**src/rtl/clk_lock_monitor.sv**
```systemverilog
// clk_lock_monitor: qualifies asynchronous lock inputs and reports lock status, loss history and LED drive
module clk_lock_monitor #(
  parameter int NUM_CH        = 4,
  parameter int SYNC_STAGES   = 2,
  parameter int STABLE_CYCLES = 1024,
  parameter int HB_W          = 27,
  parameter int SEL_W         = 3
) (
  input  logic                clk,
  input  logic                rst_n,
  input  logic [NUM_CH-1:0]   lock_in,
  input  logic                sticky_clr,
  input  logic [1:0]          led_mode,
  input  logic [SEL_W-1:0]    led_sel,
  output logic [NUM_CH-1:0]   ch_stable,
  output logic                all_locked,
  output logic [NUM_CH-1:0]   lol_sticky,
  output logic [8*NUM_CH-1:0] lol_count,
  output logic                heartbeat,
  output logic [7:0]          leds
);
  localparam int QW = $clog2(STABLE_CYCLES);
  typedef enum logic [1:0] {LOST, QUAL, LOCKED} state_e;
  logic [SYNC_STAGES-1:0] sync_q [NUM_CH];
  logic [SYNC_STAGES-1:0] sync_d [NUM_CH];
  state_e                 state_q [NUM_CH];
  state_e                 state_d [NUM_CH];
  logic [QW-1:0]          qcnt_q [NUM_CH];
  logic [QW-1:0]          qcnt_d [NUM_CH];
  logic [7:0]             cnt_q [NUM_CH];
  logic [7:0]             cnt_d [NUM_CH];
  logic [NUM_CH-1:0]      sticky_q, sticky_d, s;
  logic                   all_locked_q, all_locked_d;
  logic [HB_W-1:0]        hb_q, hb_d;
  logic [7:0]             leds_q, leds_d, sel_cnt;
  for (genvar g = 0; g < NUM_CH; g++) begin : g_ch
    assign s[g]                 = sync_q[g][SYNC_STAGES-1];
    assign ch_stable[g]         = (state_q[g] == LOCKED);
    assign lol_count[8*g +: 8]  = cnt_q[g];
  end
  assign lol_sticky = sticky_q;
  assign all_locked = all_locked_q;
  assign heartbeat  = hb_q[HB_W-1];
  assign leds       = leds_q;
  // Per-channel synchroniser shift, qualification FSM and loss bookkeeping; a loss beats a coincident clear
  always_comb begin
    for (int i = 0; i < NUM_CH; i++) begin
      sync_d[i]   = {sync_q[i][SYNC_STAGES-2:0], lock_in[i]};
      state_d[i]  = state_q[i];
      qcnt_d[i]   = qcnt_q[i];
      sticky_d[i] = sticky_clr ? 1'b0 : sticky_q[i];
      cnt_d[i]    = sticky_clr ? 8'd0 : cnt_q[i];
      case (state_q[i])
        LOST: if (s[i]) begin
          state_d[i] = QUAL;
          qcnt_d[i]  = '0;
        end
        QUAL: if (!s[i]) state_d[i] = LOST;
              else if (qcnt_q[i] == QW'(STABLE_CYCLES - 1)) state_d[i] = LOCKED;
              else qcnt_d[i] = qcnt_q[i] + 1'b1;
        LOCKED: if (!s[i]) begin
          state_d[i]  = LOST;
          sticky_d[i] = 1'b1;
          cnt_d[i]    = sticky_clr ? 8'd1 : (cnt_q[i] == 8'hFF ? cnt_q[i] : cnt_q[i] + 8'd1);
        end
        default: state_d[i] = LOST;
      endcase
    end
  end
  // Aggregate lock, heartbeat and LED mux; out-of-range channel select shows zero
  always_comb begin
    all_locked_d = &ch_stable;
    hb_d         = hb_q + 1'b1;
    sel_cnt      = 8'h00;
    for (int i = 0; i < NUM_CH; i++)
      if (led_sel == SEL_W'(i)) sel_cnt = cnt_q[i];
    leds_d = led_mode == 2'd0 ? ({heartbeat, 7'b0} | (8'(ch_stable) << 1) | {7'b0, all_locked_q}) :
             led_mode == 2'd1 ? ({heartbeat, 7'b0} | 8'(sticky_q)) :
             led_mode == 2'd2 ? sel_cnt : 8'hFF;
  end
  // State registers with asynchronous clear back to LOST
  always_ff @(posedge clk or negedge rst_n) begin
    if (!rst_n) begin
      for (int i = 0; i < NUM_CH; i++) begin
        sync_q[i]  <= '0;
        state_q[i] <= LOST;
        qcnt_q[i]  <= '0;
        cnt_q[i]   <= '0;
      end
      sticky_q     <= '0;
      all_locked_q <= 1'b0;
      hb_q         <= '0;
      leds_q       <= '0;
    end else begin
      for (int i = 0; i < NUM_CH; i++) begin
        sync_q[i]  <= sync_d[i];
        state_q[i] <= state_d[i];
        qcnt_q[i]  <= qcnt_d[i];
        cnt_q[i]   <= cnt_d[i];
      end
      sticky_q     <= sticky_d;
      all_locked_q <= all_locked_d;
      hb_q         <= hb_d;
      leds_q       <= leds_d;
    end
  end
endmodule

```
**config.mk**
```make
export PLATFORM = sky130hd
export DESIGN_NAME = clk_lock_monitor
export DESIGN_NICKNAME = d
export VERILOG_FILES = /design/src/rtl/clk_lock_monitor.sv
export SDC_FILE = /design/constraint.sdc
export NUM_CORES = 1
export LEC_CHECK = 0
export ABC_CLOCK_PERIOD_IN_PS = 4090
export BUFFER_PORTS_ARGS = -buffer_cell sky130_fd_sc_hd__clkbuf_2
export CAP_MARGIN = 20
export CORE_UTILIZATION = 55
export CTS_CLUSTER_SIZE = 20
export DETAILED_ROUTE_END_ITERATION = 8
export PLACE_DENSITY = 0.71
export SETUP_SLACK_MARGIN = 0.3
export SLEW_MARGIN = 5
export SYNTH_ARGS = -nofsm -noshare
export SYNTH_HDL_FRONTEND = slang
export SYNTH_SLANG_ARGS = --single-unit
export TNS_END_PERCENT = 30
```
**constraint.sdc**
```tcl
create_clock -name clk -period 4.09 [get_ports clk]
set_clock_uncertainty 0.15 [all_clocks]
set_input_delay 1.227 -clock clk [delete_from_list [all_inputs] [get_ports clk]]
set_output_delay 1.227 -clock clk [all_outputs]
set_load 0.005 [all_outputs]
```
# After elaboration in Yosys (flattened, before gate mapping)
# Cells that the tools add are included.
[totals] ff_bits=128 latch_bits=0 mem_bits_rw=0 rom_bits=0 inputBits=12 out_inout_bits=50 word_cells=171 n_memories=0
[classes] n_addsub=9 mul=0 div_mod_pow=0 n_lt_le_gt_ge=0 eq_ne=45 shift=0 n_mux=75 n_bitwise=3 reduce_logical=19
[ops] operator="8-bit 2-to-1 mux" n=27
[ops] operator="10-bit 2-to-1 mux" n=12
[ops] operator="10-bit one-hot mux with 2 select lines" n=4
[ops] operator="10-bit by 1-bit adder with 10-bit output (second input constant)" n=4
[ops] operator="10-bit == test (second input constant)" n=4
[ops] operator="8-bit by 1-bit adder with 8-bit output (second input constant)" n=4
[ops] operator="8-bit == test (second input constant)" n=4
[ops] operator="2-bit 2-to-1 mux" n=16
[ops] operator="2-bit inequality test (second input constant)" n=16
[ops] operator="27-bit by 1-bit adder with 27-bit output (second input constant)" n=1
[ops] operator="2-bit one-hot mux with 3 select lines" n=4
[ops] operator="4-bit AND reduction" n=5
[ops] operator="4-bit inequality test (second input constant)" n=4
[ops] operator="1-bit 2-to-1 mux" n=12
[ops] operator="3-bit inequality test (second input constant)" n=4
[ops] operator="3-bit AND reduction" n=4
[ops] operator="2-bit by 1-bit == test with 1-bit output (second input constant)" n=5
[ops] operator="2-bit == test (second input constant)" n=5
[ops] operator="2-bit zero test" n=5
[ops] operator="8-bit by 1-bit bitwise OR with 8-bit output" n=1
[ops] operator="8-bit by 4-bit bitwise OR with 8-bit output" n=1
[ops] operator="8-bit by 5-bit bitwise OR with 8-bit output" n=1
[ops] operator="2-bit nonzero test" n=4
[ops] operator="3-bit by 2-bit == test with 1-bit output (second input constant)" n=2
[ops] operator="other kinds (2)" n=2

# Longest topological paths before layout
# Gate-level depths: netlist of run 1.
[depth] word_depth=8 ltp_mapped=6

# Worst setup path before layout of run 1
# No wires, ideal clock.
[synth_timing] kind="input -> register" startpoint="input port led_sel[1]" endpoint="register leds_q[5], in the netlist leds[5]" setup_ns=0.119 arrival_time_ns=2.100 t_required_ns=3.821 path_slack_ns=1.721 stages=6 path_buffers=2 cell_sequence="buf_2 -> and3b_1 -> clkbuf_1 -> a21oi_1 -> o21ai_0 -> and2_1"
[synth_between] elab_chain_cells=8
[synth_rtl] item="start, declared" line="14" text="input logic [SEL_W-1:0] led_sel,"
[synth_rtl] item="3-bit zero test" line="76" text="if (led_sel == SEL_W'(i)) sel_cnt = cnt_q[i];"
[synth_rtl] item="8-bit 2-to-1 mux (3 in a row)" line="76"
[synth_rtl] item="8-bit 2-to-1 mux *" line="76"
[synth_rtl] item="8-bit 2-to-1 mux *" line="79" text="led_mode == 2'd2 ? sel_cnt : 8'hFF;"
[synth_rtl] item="8-bit 2-to-1 mux *" line="78" text="led_mode == 2'd1 ? ({heartbeat, 7'b0} | 8'(sticky_q)) :"
[synth_rtl] item="8-bit 2-to-1 mux *" line="77" text="leds_d = led_mode == 2'd0 ? ({heartbeat, 7'b0} | (8'(ch_stable) << 1) | {7'b0, all_locked_q}) :"
[synth_rtl] item="net leds_d[5]" line="35" text="logic [7:0] leds_q, leds_d, sel_cnt;"
[synth_rtl] item="end signal, assigned" line="104" text="leds_q <= leds_d;"
[synth_rtl] item="end, declared" line="35"
# The timed path passes the listed nets; every way through them passes the cells marked *.
# A chain may end at the register's enable or synchronous reset.

# Final worst setup path of run 1
[layout_timing] startpoint="register state_q[0] in the netlist's numbering" endpoint="output port ch_stable[3]"
[layout_between] elab_chain_cells=1
[layout_rtl] item="start, declared" line="26" text="state_e state_q [NUM_CH];"
[layout_rtl] item="start signal, assigned by index" line="97" text="state_q[i] <= state_d[i];"
[layout_rtl] item="2-bit == test" line="38" text="assign ch_stable[g] = (state_q[g] == LOCKED);"
[layout_rtl] item="end, declared" line="15" text="output logic [NUM_CH-1:0] ch_stable,"
# No other way between the ends.

==> results of run 1 <==
## metrics by stage
stage	std cells	instance area, um2	util (%)
after global placement	837	6980	60.6
after floorplan	653	6550	-
after CTS	869	7590	65.9
after detailed placement	837	6980	60.6
after global routing	869	7590	65.9
final	869	7590	65.9
## cell usage in the layout (no fill, tap or decap), drive strengths merged, types with 10 or more instances in the layout
cell type,count
nand4,24
clkbuf,80
nand2b,12
o211ai,13
mux2i,18
xnor2,23
nor2b,11
nand2,47
nor3,19
dfrtp,128
nor4,10
o31ai,10
nand3,38
xor2,15
inv,13
o21ai,25
and3,12
a21oi,45
nor2,56
## area by class of cell
cell class | instances | area, um2 | share of cell area [%]
clock buffer | 20 | 457 | 6.02
clock inverter | 12 | 160 | 2.11
inverter | 14 | 52.6 | 0.692
multi-input combinational | 489 | 3210 | 42.2
sequential | 128 | 3200 | 42.2
tap | 143 | 179 | 2.36
timing repair buffer | 63 | 335 | 4.42
## report_power, final
part	leakage (uW)	total [uW]	switching, uW	internal [uW]
combinational	0.00145	134	86.3	47.2
clock	0.000288	1550	558	991
sequential	0.00172	1340	42.9	1300
total	0.00347	3020	687	2340
## logic make-up after synthesis
kind of cell / after synthesis / share of synthesized area (%)
multiplexers: 21 / 3.27
XOR/XNOR: 38 / 5.08
AND/OR/NAND/NOR: 264 / 22.6
buffers and inverters: 36 / 2.10
flip-flops: 128 / 48.9
AO/OA/AOI/OAI: 157 / 16.3
adder cells (fa/ha/maj): 9 / 1.72
## layer usage
metal / GRT usage [%] / wire [um] / up-vias
met2: 39.7 / 6960 / 169
met3: 6.94 / 931 / 21
met4: 10.1 / 218 / 0
li1: - / - / 2555
met5: 0 / 0 / -
met1: 33.3 / 6420 / 2612
## state kept, by name, indices dropped and copies added, names as in the netlist
signal,flops
leds,8
state_q,8
s,4
all_locked,1
qcnt_q,40
lol_count,32
hb_q,27
lol_sticky,4
sync_d,4
## final timing paths
check / from / end / slack [ns] / cells after the start
hold / removal: sync_d[3] / s[2] / 0.20 / 0
setup reg to reg: qcnt_q[20] / qcnt_q[20] / 2.04 / 5
hold reg to reg: sync_d[3] / s[2] / 0.20 / 0
setup / recovery: state_q[0] / ch_stable[3] / 1.00 / 4
max in group asynchronous: rst_n / leds[6] / 2.43 / 2
min in group asynchronous: rst_n / qcnt_q[39] / 0.57 / 1
==> reports/qor.yml, run 1 <==
die_area_um2: 12300
worstPathMaxFanout: 14
power_uw: 3020
clk_latency_ns: 0.42
slew_violations: 0
hold_violations: 0
syn-mean-instance-area_um2: 10.0
cpMostUsedCell: "inv_1"
final_nets: 734
clk_pin_slew_ns: 0.06
cts.repair.resized: 0
status: "complete, but fails checks"
endpoint_kind: "output port"
postRouteAntennaNets: 0
die_y_um: 111
tightest_slew_ns: 0.790
rsz0062_at_grt: "false"
clk_path_buf_depth: 2
synth_async_sr_flop_share_pct: 100
fin_ws_ns: 1.00
fmax_ghz: 0.324
period_share_pct: 75.4
rows: 39
io_pins: 62
die_w_um: 111
arrival_ns: 1.71
postCtsSetupRepairBufs: 0
synth-edff-count: 0
cts_made_buffers: 17
htree_levels: 4
relSlewSlack_pct: 47.2
synth_most_common_cell: "dfrtp_1"
yosysUniqueCellTypes: 66
drv_cap: 0
grt_overflow: 0
path_class: "reg2out"
yosysWarnings: 0
critPathMaxStageDelay_ns: 0.65
ys.flop_type: "dfrtp_1"
crit_chain: "inv_1 > nand2_1 > inv_1 > clkbuf_2"
min_period_ns: 3.09
drive_gt1_share_pct: 15.7
antenna_found_initial: 0
crit_family: "flip-flops"
synthTopCellsByArea: "dfrtp_1, a21oi_1, nor2_1"
synth_area_um2: 6550
drt-total-wl_um: 14500
drtPass1Iterations: 9
start_util_pct: 56.8
required_ns: 2.71
clock_sinks: 128
grt_usage_pct: 25.3
area_growth_pct: 16.0
grt_pass1_vias: 5060
grt_max_degree: 67
tns_ns: 0
core-area_um2: 11500
critPathSlowestCell: "dfrtp_1"
viasPerCell: 6.16
drc: 14
yosys-top-cells-count: "dfrtp_1, nor2_1, nand2_1"
syn_nets: 674
power_density_nw_per_um2: 398
drtIter0Drc: 479
wl_per_cell_um: 16.7
synth-seq-cells: 128
dpl_worst_slack_ns: 1.11
cts_tree: "yes"
synthCells: 653
holdWs_ns: 0.198
grt_pass1_wl_um: 24800
n_antenna_cell: 0
synth_top_area_share_pct: 48.9
ys_seq_area_share_pct: 48.9
final.fill_count: 927
place.gp.congestion: 0.901
critPathBufInv: 3
root_buffer: "clkbuf_16"
min_path_type: "reg2reg"
cp-start-kind: "flip-flop"
ctsHoldBuffers: 0
dp_hpwl_um: 10000
violations: "DRC"
vias: 5357
synth_top_cell_by_area: "dfrtp_1"
port-buffer-count: 61
ir_worst_vdd_v: 0.000300
power_leakage_uw: 0.00347
setup_violations: 0
Note: power is estimated with default switching activity, not from simulation.
==> run 2: changes to the inputs <==
--- a/config.mk
+++ b/config.mk
@@ -5,13 +5,14 @@
 export SDC_FILE = /design/constraint.sdc
 export NUM_CORES = 1
 export LEC_CHECK = 0
-export ABC_CLOCK_PERIOD_IN_PS = 4090
+export ABC_AREA = 1
+export ABC_CLOCK_PERIOD_IN_PS = 2750
 export BUFFER_PORTS_ARGS = -buffer_cell sky130_fd_sc_hd__clkbuf_2
 export CAP_MARGIN = 20
-export CORE_UTILIZATION = 55
+export CORE_UTILIZATION = 54
 export CTS_CLUSTER_SIZE = 20
 export DETAILED_ROUTE_END_ITERATION = 8
-export PLACE_DENSITY = 0.71
+export PLACE_DENSITY = 0.72
 export SETUP_SLACK_MARGIN = 0.3
 export SLEW_MARGIN = 5
 export SYNTH_ARGS = -nofsm -noshare
==> constraint.sdc (replaced) <==
create_clock -name clk -period 2.75 [get_ports clk]
set_clock_uncertainty 0.15 [all_clocks]
set_input_delay 0.825 -clock clk [delete_from_list [all_inputs] [get_ports clk]]
set_output_delay 0.825 -clock clk [all_outputs]
set_load 0.005 [all_outputs]
==> run 2 against run 1 <==
Against the previous run: the run now ends clean; clock-buffer cell count grew 7; core utilization shrank 2.0 points; largest power group unchanged; power is 42% higher; sequential share of layout area is 2.5 points lower; largest cell class unchanged; design area up 6.3%; global-route usage is 1.2 points higher; via count is 19% higher; flip-flop and latch count unchanged.
==> reports/qor.yml, run 2 <==
htree_levels: 4  # unchanged
clock_sinks: 128  # unchanged
path_class: "reg2out"
cp-start-kind: "flip-flop"
drv_cap: 0  # unchanged
rsz0062_at_grt: "true"
start_util_pct: 55.3  # -1.5 points
clk_pin_slew_ns: 0.06  # about the same
endpoint_kind: "output port"
synthTopCellsByArea: "dfrtp_1, nand2_1, nand3_1"
dpl_worst_slack_ns: 0.617  # -0.490 ns
rows: 41  # +5.1%
postRouteAntennaNets: 0  # unchanged
tns_ns: 0  # unchanged
die_y_um: 116  # +4.1%
io_pins: 62  # unchanged
synth_area_um2: 6980  # +6.6%
ir_worst_vdd_v: 0.000389  # +30%
clk_latency_ns: 0.42  # about the same
syn-mean-instance-area_um2: 7.44  # -26%
hold_violations: 0  # unchanged
min_period_ns: 2.38
status: "finished, final reports clean"
syn_nets: 959  # +42%
setup_violations: 0  # unchanged
clk_path_buf_depth: 2  # unchanged
final_common_cell: "nand2_1"
synth-seq-cells: 128  # unchanged
die_w_um: 116  # +4.1%
drt-total-wl_um: 16500  # +14%
final_nets: 1034  # +41%
fin_ws_ns: 0.367  # -0.638 ns
grt_overflow: 0  # unchanged
period_share_pct: 86.7
top_register: "qcnt_q"
pwr-share-clk_pct: 49.9  # -1.3 points
grt_usage_pct: 26.5  # +1.2 points
cellInternalPower_uw: 3330  # +43%
synth_async_sr_flop_share_pct: 100  # unchanged
ys_seq_area_share_pct: 45.9  # -3.0 points
power_leakage_uw: 0.00376  # +8.6%
largest_reg_flops: 40  # unchanged
port-buffer-count: 61  # unchanged
ctsHoldBuffers: 0  # unchanged
dp_hpwl_um: 11800  # +17%
die_area_um2: 13400  # +8.5%
drc: 0  # -14
p_sw_share_pct: 22.2  # -0.50 points
synth_top_area_share_pct: 45.9  # -3.0 points
relSlewSlack_pct: 54.3  # +7.1 points
vias: 6351  # +19%
worstPathMaxFanout: 8  # -6
yosysUniqueCellTypes: 35  # -47%
slew_violations: 0  # unchanged
min_path_type: "in2async"
place.gp.congestion: 0.919  # +2.0%
root_buffer: "clkbuf_16"
post-route-util_pct: 64.0  # -2.0 points
grt_pass1_vias: 5840  # +15%
p_sw_uw: 952  # +39%
area_growth_pct: 15.6
synthCells: 938  # +44%
drtIter0Drc: 559  # +17%
grt_max_degree: 45  # -33%
share_comb_of_total_power_pct: 4.4  # about the same
power_uw: 4280  # +42%
holdWs_ns: 0.157  # -0.0404 ns
cts_made_buffers: 17  # unchanged
synth_top_cell_by_area: "dfrtp_1"
antenna_found_initial: 0  # unchanged
drive_gt1_share_pct: 11.6  # -4.1 points
seqPwrFrac_pct: 45.7  # +1.4 points
tightest_slew_ns: 0.683  # -0.107 ns
mostFrequentLayoutCells: "nand2_1, dfrtp_1, nor2_1"
yosysWarnings: 0  # unchanged
ys.flop_type: "dfrtp_1"
synth-edff-count: 0  # unchanged
n_antenna_cell: 0  # unchanged
arrival_ns: 1.41  # -0.30 ns
synth_most_common_cell: "nand2_1"
core-area_um2: 12600  # +9.6%
wl_per_cell_um: 13.8  # -18%
power_density_nw_per_um2: 531  # +33%
drtPass1Iterations: 5  # -4
yosys-top-cells-count: "nand2_1, dfrtp_1, nor2_1"
required_ns: 1.78  # -0.93 ns
cts_tree: "yes"
fmax_ghz: 0.420
viasPerCell: 5.31  # -14%
grt_pass1_wl_um: 27400  # +11%
postCtsSetupRepairBufs: 0  # unchanged
==> run 2: final timing paths <==
kind | from | endpoint | slack, ns | cells after the start
worst max-delay path | state_q[2] | ch_stable[2] | 0.37 | 4
worst min-delay path | rst_n | lol_count[2] | 0.16 | 1
worst max register to register | qcnt_q[30] | qcnt_q[30] | 0.84 | 8
worst min register to register | sync_d[5] | s[1] | 0.20 | 0
max in group asynchronous | rst_n | qcnt_q[0] | 1.71 | 2
min in group clk | sync_d[5] | s[1] | 0.20 | 0
==> run 2: cell type report <==
cell class	instances	area, um2
Fill cell	1134	4550
Multi-Input combinational cell	699	3340
Sequential cell	128	3200
Clock buffer	27	513
Inverter	102	383
Timing Repair Buffer	65	367
Tap cell	172	215
Clock inverter	4	50.0
==> run 2: metal layers <==
layer	part of all wire [%]	routed length, um	vias to the layer above	global-route usage, %
li1	-	-	3211	-
met1	45	7480	2921	35.1
met2	47	7730	192	41.2
met3	6.3	1050	27	8.21
met4	1.5	252	0	9.66
met5	0	0	-	0
==> run 2: power groups by stage <==
stage,Combinational (uW),Clock (uW),Sequential (uW)
2_1_floorplan,102,0,1980
3_3_place_gp,188,0,1990
3_5_place_dp,190,0,1990
4_1_cts,192,2180,1960
5_1_grt,217,2270,1960
6_report,188,2140,1960
==> run 2: critical path, stage by stage (launching register included) <==
cell and delay [ns]:
dfrtp_1 0.39, inv_1 0.07, nand2_1 0.19, inv_1 0.20, clkbuf_2 0.14
==> run 2: timing repair <==
item / in CTS / in global routing
endpoints found under the setup margin: 1 / 3
gates resized for setup: 1 / 2
gates cloned: 0 / 0
==> run 2: cells by family (layout without fill, tap and decap cells) <==
| family | after synthesis | after routing | synth area share (%) |
|---|---|---|---|
| AND/OR/NAND/NOR | 567 | 567 | 35.6 |
| flip-flops | 128 | 128 | 45.9 |
| buffers and inverters | 111 | 198 | 6.33 |
| AO/OA/AOI/OAI | 102 | 102 | 7.96 |
| XOR/XNOR | 21 | 21 | 2.63 |
| adder cells (fa/ha/maj) | 9 | 9 | 1.61 |
==> run 2: stage by stage <==
step / instance area [um2] / instances
6_report: 8070 / 1197
4_1_cts: 8070 / 1197
5_1_grt: 8070 / 1197
2_1_floorplan: 6980 / 938
3_5_place_dp: 7500 / 1166
3_3_place_gp: 7500 / 1166
